File: src/rtl/amux_scan_sequencer_if.sv
// Control/status bundle between a scan controller and the analog-mux sequencer.
// The master drives the scan request and configuration; the slave returns the switch enables and status.
interface amux_scan_sequencer_if #(
    parameter int N_CH = 8
);
    localparam int IDX_W = $clog2(N_CH);

    logic              start;
    logic              stop;
    logic [N_CH-1:0]   chan_mask;
    logic [3:0]        gap;
    logic [7:0]        dwell;
    logic              continuous;
    logic [N_CH-1:0]   amux_en;
    logic [N_CH-1:0]   amux_en_neg;
    logic [IDX_W-1:0]  chan_idx;
    logic              sample_strobe;
    logic              busy;
    logic              done;
    logic              start_err;

    modport master (
        output start, stop, chan_mask, gap, dwell, continuous,
        input  amux_en, amux_en_neg, chan_idx, sample_strobe, busy, done, start_err
    );

    modport slave (
        input  start, stop, chan_mask, gap, dwell, continuous,
        output amux_en, amux_en_neg, chan_idx, sample_strobe, busy, done, start_err
    );
endinterface

File: src/rtl/amux_scan_sequencer.sv
// Break-before-make analog mux scan sequencer: walks the latched channel mask
// with a gap (all switches open) before every dwell (one switch closed).
module amux_scan_sequencer #(
    parameter int N_CH = 8
) (
    input  logic                 clk,
    input  logic                 rst,
    amux_scan_sequencer_if.slave bus
);
    localparam int IDX_W = $clog2(N_CH);
    localparam int PTR_W = IDX_W + 1;
    localparam logic [N_CH-1:0] ONE_HOT0 = {{(N_CH-1){1'b0}}, 1'b1};

    typedef enum logic [1:0] {
        IDLE  = 2'd0,
        GAP   = 2'd1,
        DWELL = 2'd2
    } state_t;

    state_t             state_q, state_d;
    logic [7:0]         cnt_q, cnt_d;
    logic [IDX_W-1:0]   tgt_q, tgt_d;
    logic [N_CH-1:0]    mask_q, mask_d;
    logic [3:0]         gap_q, gap_d;
    logic [7:0]         dwell_q, dwell_d;
    logic               cont_q, cont_d;
    logic [N_CH-1:0]    amux_en_q, amux_en_d;
    logic [N_CH-1:0]    amux_en_neg_q;
    logic [IDX_W-1:0]   chan_idx_q, chan_idx_d;
    logic               strobe_q, strobe_d;
    logic               busy_q, busy_d;
    logic               done_q, done_d;
    logic               start_err_q, start_err_d;
    logic [PTR_W-1:0]   nxt_in_s, nxt_hi_s, nxt_lo_s;

    // Lowest set mask bit at index >= ptr; MSB of the result flags "found".
    function automatic logic [PTR_W-1:0] find_next(input logic [N_CH-1:0] m,
                                                   input logic [PTR_W-1:0] ptr);
        logic [PTR_W-1:0] res;
        res = {PTR_W{1'b0}};
        for (int i = N_CH - 1; i >= 0; i--) begin
            if (m[i] && (PTR_W'(i) >= ptr)) begin
                res = {1'b1, IDX_W'(i)};
            end else begin
                res = res;
            end
        end
        return res;
    endfunction

    assign nxt_in_s = find_next(bus.chan_mask, {PTR_W{1'b0}});
    assign nxt_hi_s = find_next(mask_q, {1'b0, tgt_q} + {{IDX_W{1'b0}}, 1'b1});
    assign nxt_lo_s = find_next(mask_q, {PTR_W{1'b0}});

    // Next-state and next-output logic; outputs are registered from these values.
    always_comb begin
        state_d     = state_q;
        cnt_d       = cnt_q;
        tgt_d       = tgt_q;
        mask_d      = mask_q;
        gap_d       = gap_q;
        dwell_d     = dwell_q;
        cont_d      = cont_q;
        amux_en_d   = {N_CH{1'b0}};
        chan_idx_d  = chan_idx_q;
        strobe_d    = 1'b0;
        done_d      = 1'b0;
        start_err_d = 1'b0;
        case (state_q)
            IDLE: begin
                if (bus.start && !bus.stop) begin
                    if (nxt_in_s[IDX_W]) begin
                        mask_d  = bus.chan_mask;
                        gap_d   = bus.gap;
                        dwell_d = bus.dwell;
                        cont_d  = bus.continuous;
                        tgt_d   = nxt_in_s[IDX_W-1:0];
                        cnt_d   = {4'd0, bus.gap};
                        state_d = GAP;
                    end else begin
                        start_err_d = 1'b1;
                    end
                end else begin
                    state_d = IDLE;
                end
            end
            GAP: begin
                if (bus.stop) begin
                    state_d = IDLE;
                end else if (cnt_q == 8'd0) begin
                    state_d    = DWELL;
                    cnt_d      = dwell_q;
                    amux_en_d  = ONE_HOT0 << tgt_q;
                    chan_idx_d = tgt_q;
                    strobe_d   = (dwell_q == 8'd0);
                end else begin
                    cnt_d = cnt_q - 8'd1;
                end
            end
            DWELL: begin
                if (bus.stop) begin
                    state_d = IDLE;
                end else if (cnt_q != 8'd0) begin
                    cnt_d     = cnt_q - 8'd1;
                    amux_en_d = amux_en_q;
                    strobe_d  = (cnt_q == 8'd1);
                end else if (nxt_hi_s[IDX_W]) begin
                    state_d = GAP;
                    tgt_d   = nxt_hi_s[IDX_W-1:0];
                    cnt_d   = {4'd0, gap_q};
                end else if (cont_q && nxt_lo_s[IDX_W]) begin
                    // Wrap: pointer restarts at channel 0 for the next pass.
                    state_d = GAP;
                    tgt_d   = nxt_lo_s[IDX_W-1:0];
                    cnt_d   = {4'd0, gap_q};
                end else begin
                    state_d = IDLE;
                    done_d  = 1'b1;
                end
            end
            default: begin
                state_d = IDLE;
            end
        endcase
        busy_d = (state_d != IDLE);
    end

    // State, configuration and registered outputs; reset forces all switches open.
    always_ff @(posedge clk or posedge rst) begin
        if (rst) begin
            state_q       <= IDLE;
            cnt_q         <= 8'd0;
            tgt_q         <= {IDX_W{1'b0}};
            mask_q        <= {N_CH{1'b0}};
            gap_q         <= 4'd0;
            dwell_q       <= 8'd0;
            cont_q        <= 1'b0;
            amux_en_q     <= {N_CH{1'b0}};
            amux_en_neg_q <= {N_CH{1'b1}};
            chan_idx_q    <= {IDX_W{1'b0}};
            strobe_q      <= 1'b0;
            busy_q        <= 1'b0;
            done_q        <= 1'b0;
            start_err_q   <= 1'b0;
        end else begin
            state_q       <= state_d;
            cnt_q         <= cnt_d;
            tgt_q         <= tgt_d;
            mask_q        <= mask_d;
            gap_q         <= gap_d;
            dwell_q       <= dwell_d;
            cont_q        <= cont_d;
            amux_en_q     <= amux_en_d;
            amux_en_neg_q <= ~amux_en_d;
            chan_idx_q    <= chan_idx_d;
            strobe_q      <= strobe_d;
            busy_q        <= busy_d;
            done_q        <= done_d;
            start_err_q   <= start_err_d;
        end
    end

    assign bus.amux_en       = amux_en_q;
    assign bus.amux_en_neg   = amux_en_neg_q;
    assign bus.chan_idx      = chan_idx_q;
    assign bus.sample_strobe = strobe_q;
    assign bus.busy          = busy_q;
    assign bus.done          = done_q;
    assign bus.start_err     = start_err_q;
endmodule

File: src/flat_wrapper.sv
// flat-port wrapper written by rule: the top's interface ports become plain ports
module amux_scan_sequencer_flat 
#(
    parameter int N_CH = 8
)
  (clk, rst, bus_start, bus_stop, bus_chan_mask, bus_gap, bus_dwell, bus_continuous, bus_amux_en, bus_amux_en_neg, bus_chan_idx, bus_sample_strobe, bus_busy, bus_done, bus_start_err);
  amux_scan_sequencer_if #(.N_CH(N_CH)) bus_i ();
  input  logic clk;
  input  logic rst;
  input wire logic [$bits(bus_i.start)-1:0] bus_start;
  input wire logic [$bits(bus_i.stop)-1:0] bus_stop;
  input wire logic [$bits(bus_i.chan_mask)-1:0] bus_chan_mask;
  input wire logic [$bits(bus_i.gap)-1:0] bus_gap;
  input wire logic [$bits(bus_i.dwell)-1:0] bus_dwell;
  input wire logic [$bits(bus_i.continuous)-1:0] bus_continuous;
  output wire logic [$bits(bus_i.amux_en)-1:0] bus_amux_en;
  output wire logic [$bits(bus_i.amux_en_neg)-1:0] bus_amux_en_neg;
  output wire logic [$bits(bus_i.chan_idx)-1:0] bus_chan_idx;
  output wire logic [$bits(bus_i.sample_strobe)-1:0] bus_sample_strobe;
  output wire logic [$bits(bus_i.busy)-1:0] bus_busy;
  output wire logic [$bits(bus_i.done)-1:0] bus_done;
  output wire logic [$bits(bus_i.start_err)-1:0] bus_start_err;
  assign bus_i.start = bus_start;
  assign bus_i.stop = bus_stop;
  assign bus_i.chan_mask = bus_chan_mask;
  assign bus_i.gap = bus_gap;
  assign bus_i.dwell = bus_dwell;
  assign bus_i.continuous = bus_continuous;
  assign bus_amux_en = bus_i.amux_en;
  assign bus_amux_en_neg = bus_i.amux_en_neg;
  assign bus_chan_idx = bus_i.chan_idx;
  assign bus_sample_strobe = bus_i.sample_strobe;
  assign bus_busy = bus_i.busy;
  assign bus_done = bus_i.done;
  assign bus_start_err = bus_i.start_err;
  amux_scan_sequencer #(.N_CH(N_CH)) u_core (.clk(clk), .rst(rst), .bus(bus_i));
endmodule
File: config.mk
export PLATFORM = sky130hd
export DESIGN_NAME = amux_scan_sequencer_flat
export DESIGN_NICKNAME = d
export VERILOG_FILES = /design/src/rtl/amux_scan_sequencer_if.sv /design/src/rtl/amux_scan_sequencer.sv /design/src/flat_wrapper.sv
export SDC_FILE = /design/constraint.sdc
export NUM_CORES = 1
export LEC_CHECK = 0
export ABC_AREA = 0
export ABC_CLOCK_PERIOD_IN_PS = 4000
export CORE_MARGIN = 10
export CORE_UTILIZATION = 40
export DETAILED_ROUTE_END_ITERATION = 8
export HOLD_SLACK_MARGIN = 0.12
export PLACE_DENSITY_LB_ADDON = 0.05
export SLEW_MARGIN = 10
export SYNTH_ARGS = -nofsm -noshare
export SYNTH_HDL_FRONTEND = slang
export SYNTH_SLANG_ARGS = --single-unit
File: constraint.sdc
create_clock -name clk -period 4 [get_ports clk]
set_input_delay 0.8 -clock clk [delete_from_list [all_inputs] [get_ports clk]]
set_output_delay 0.8 -clock clk [all_outputs]
set_load 0.01 [all_outputs]
==> qor.yml <==
logic_synthesis:
  ys_types: 53
  synth_fp_nets: 348
  synth_warnings: 0
  async_flop_share_pct: 100
  synth_cells: 311
  synth_area_leader_cell: "dfrtp_1"
  synth_seq_cells: 57
  yosysSeqAreaShare_pct: 46.4
  yosys-top-cells-count: "dfrtp_1, o21ai_0, inv_1"
  synth_area_leaders: "dfrtp_1, mux2_2, dfstp_2, ha_1, o21ai_0"
  syn_area_per_cell_sq_um: 9.95
  synth_most_common_cell: "dfrtp_1"
  yosys.area.top_type_share_pct: 39.6
  synth_area_sq_um: 3090
  synth_edf_count: 0
  synth_ff_type: "dfrtp_1"
detailed_routing:
  wl_per_cell_um: 16.5
  wl_met3_um: 478
  dr.max_layer_used: "met4"
  vias_per_cell: 5.45
  drtIter0Drc: 102
  vias: 2568
  wl_met1_mm: 3.90
  route.met2.wl_mm: 3.27
  antenna_left: 0
  wirelength_mm: 7.78
  route.detailed.drc: 0
  dr.pass1.iters: 4
worst_setup_path:
  critical_path.top_delay_family: "compound AO/OA/AOI/OAI gates"
  crit_slowest_cell: "a222oi_1"
  worst-path-max-fanout: 13
  worstSetupPathType: "reg2reg"
  worstRegToRegCells: 8
  cp_slowest_stage_delay_ns: 0.58
  cp.required_ns: 4.23
  timing.rr.start: "u_core.tgt_q[1]"
  timing.critical_path.buf_inv: 0
  crit_path_start_kind: "flip-flop"
  crit_top_cell: "ha_1"
  end_kind: "flip-flop"
  cp_cell_sequence: "ha_1, ha_1, or4b_4, a221o_1, a222oi_1, a31o_2, mux2i_1, o21ai_0"
  r2r_setup_slack_ns: 0.49
  cp.arrival_ns: 3.74
  timing.rr.end: "u_core.cnt_q[0]"
final_layout:
  drive_gt1_share_pct: 16.8
  stdcell_count: 471
  seqCellArea_sq_um: 1440
  diodes: 0
  area_delta_synth_final_pct: 24.5
  fillerInstances: 726
  nNetsFinal: 401
  multi_input_comb_area_sq_um: 1510
global_routing:
  grt_max_degree: 42
  antenna_found_initial: 0
  grt_pass1_wl_mm: 12.9
  grt_pass1_vias: 2526
  grt_util_all_layers_pct: 13.9
  overflow: 0
power_and_ir_drop:
  p_total_mw: 1.46
  power_leakage_nw: 1.71
  max-vdd-ir-drop_mv: 0.159
  p_per_area_nw_per_um2: 378
timing:
  worst_pin_slew_ns: 0.628
  slew_viol_final: 0
  fin_skew_ns: 0.00934
  min_period_over_period_pct: 87.8
  slew_headroom_pct: 58.2
  fin_crit_ns: 3.51
  fin_tns_setup_ns: 0
  finalSetupViolations: 0
  rsz0062_at_grt: "no"
  fmax_ghz: 0.285
  finalHoldViolations: 0
floorplanning:
  ioPinCount: 48
  die_area_sq_um: 11700
  die_w_um: 108
  start_util_pct: 40.7
  die_h_um: 108
  rows: 32
  core_sq_um: 7610
clocking:
  cts_tree: "yes"
  root_buffer: "clkbuf_8"
  cts.sinks: 57
  clkTransAtPathRegs_ns: 0.07
  clk_latency_ns: 0.35
  cts_max_path_buffers: 2
  cts_resized: 0
  post_cts_buffers: 0
  htree_num_levels: 3
  hold_buffers: 0
  cts_inserted_buffers: 9
flow_run:
  maxCapViolations: 0
outcome:
  run_status: "complete, no violations"
hold_path:
  min_to: "u_core.gap_q[3]"
  hp-class: "reg2reg"
  worstHoldStart: "u_core.gap_q[3]"
  min_path_cells: 1
place:
  post-place-cells: 455
  gp_congestion: 0.862
  place_hpwl_mm: 5.74
  io_buffers: 47
## layout make-up
cell class,count,area share (%)
inverters,24,2.34
flip-flops and latches,57,37.3
repair buffers,54,13.6
clock inverters,6,0.910
multi-input cells,218,39.2
well taps,102,3.31
clock buffers,10,3.31
## metrics by stage
| step | util [%] | hold slack [ns] | cell area (sq um) | worst slack, ns |
|---|---|---|---|---|
| finish | 50.6 | 0.503 | 3850 | 0.486 |
| global route | 50.6 | 0.530 | 3850 | 0.242 |
| CTS | 50.6 | 0.507 | 3850 | 0.466 |
| detailed placement | 48.5 | 0.493 | 3690 | 0.472 |
| global placement | 48.5 | 0.483 | 3690 | 0.551 |
| floorplan | - | 0.474 | 3090 | 0.961 |
## flip-flops by register name, indices dropped and copies added, names as in the netlist
name / count
u_core.dwell_q: 8
u_core.bus.chan_idx: 3
u_core.cnt_q: 8
u_core.cont_q: 1
u_core.bus.done: 1
u_core.bus.sample_strobe: 1
u_core.bus.busy: 1
u_core.bus.amux_en: 8
u_core.bus.amux_en_neg: 8
u_core.state_q: 2
u_core.tgt_q: 3
u_core.mask_q: 8
u_core.bus.start_err: 1
u_core.gap_q: 4
## power by group
part           total, mW  internal [mW]  switching, mW
Sequential         0.694          0.629         0.0645
Clock              0.465          0.220          0.245
Combinational      0.298          0.146          0.152
## layer usage
metal  GRT usage [%]  up-vias
met4            5.34        0
met5               0        -
li1                -     1247
met1            19.5     1236
met2            19.3       72
met3            4.64       13
## how the worst max path moves through the flow
stage | from | to | cells after the start
floorplan | u_core.tgt_q[0] | u_core.tgt_q[1] | 8
global placement | u_core.tgt_q[0] | u_core.cnt_q[0] | 8
detailed placement | u_core.tgt_q[1] | u_core.cnt_q[0] | 8
CTS | u_core.tgt_q[1] | u_core.cnt_q[0] | 8
global route | u_core.tgt_q[0] | u_core.tgt_q[1] | 8
finish | u_core.tgt_q[1] | u_core.cnt_q[0] | 8
## logic make-up (layout without fill, tap and decap cells)
logic type / count (synthesis) / after routing / synth area share, %
compound gates: 91 / 91 / 19.7
fa+ha+maj: 12 / 12 / 4.85
buf+inv: 36 / 94 / 4.69
flops: 57 / 57 / 46.4
mux: 25 / 25 / 9.02
simple gates: 90 / 90 / 15.3
## worst reg2reg max path: cells and delay by family (launching register included)
family / cells / cell delay (ns)
compound gates: 4 / 1.46
simple gates: 1 / 0.56
flops: 1 / 0.45
mux: 1 / 0.21
fa+ha+maj: 2 / 0.72
## layout by cell type (no fill, tap or decap), drive strengths merged, types with 3 or more instances in the layout
master / n
clkbuf: 10
nand2: 20
nand2b: 8
a22o: 6
dfrtp: 49
buf: 7
or4: 4
dfstp: 8
and3: 4
nor4: 7
a32o: 5
or2: 3
nand3: 4
nor2: 19
o22ai: 3
nor2b: 4
ha: 12
o21ai: 27
a21oi: 18
a21o: 4
o21bai: 3
inv: 24
mux2: 23
clkdlybuf4s50: 47
nor3: 8
o211ai: 3
clkinv: 4
(Power assumes the default switching activity.)
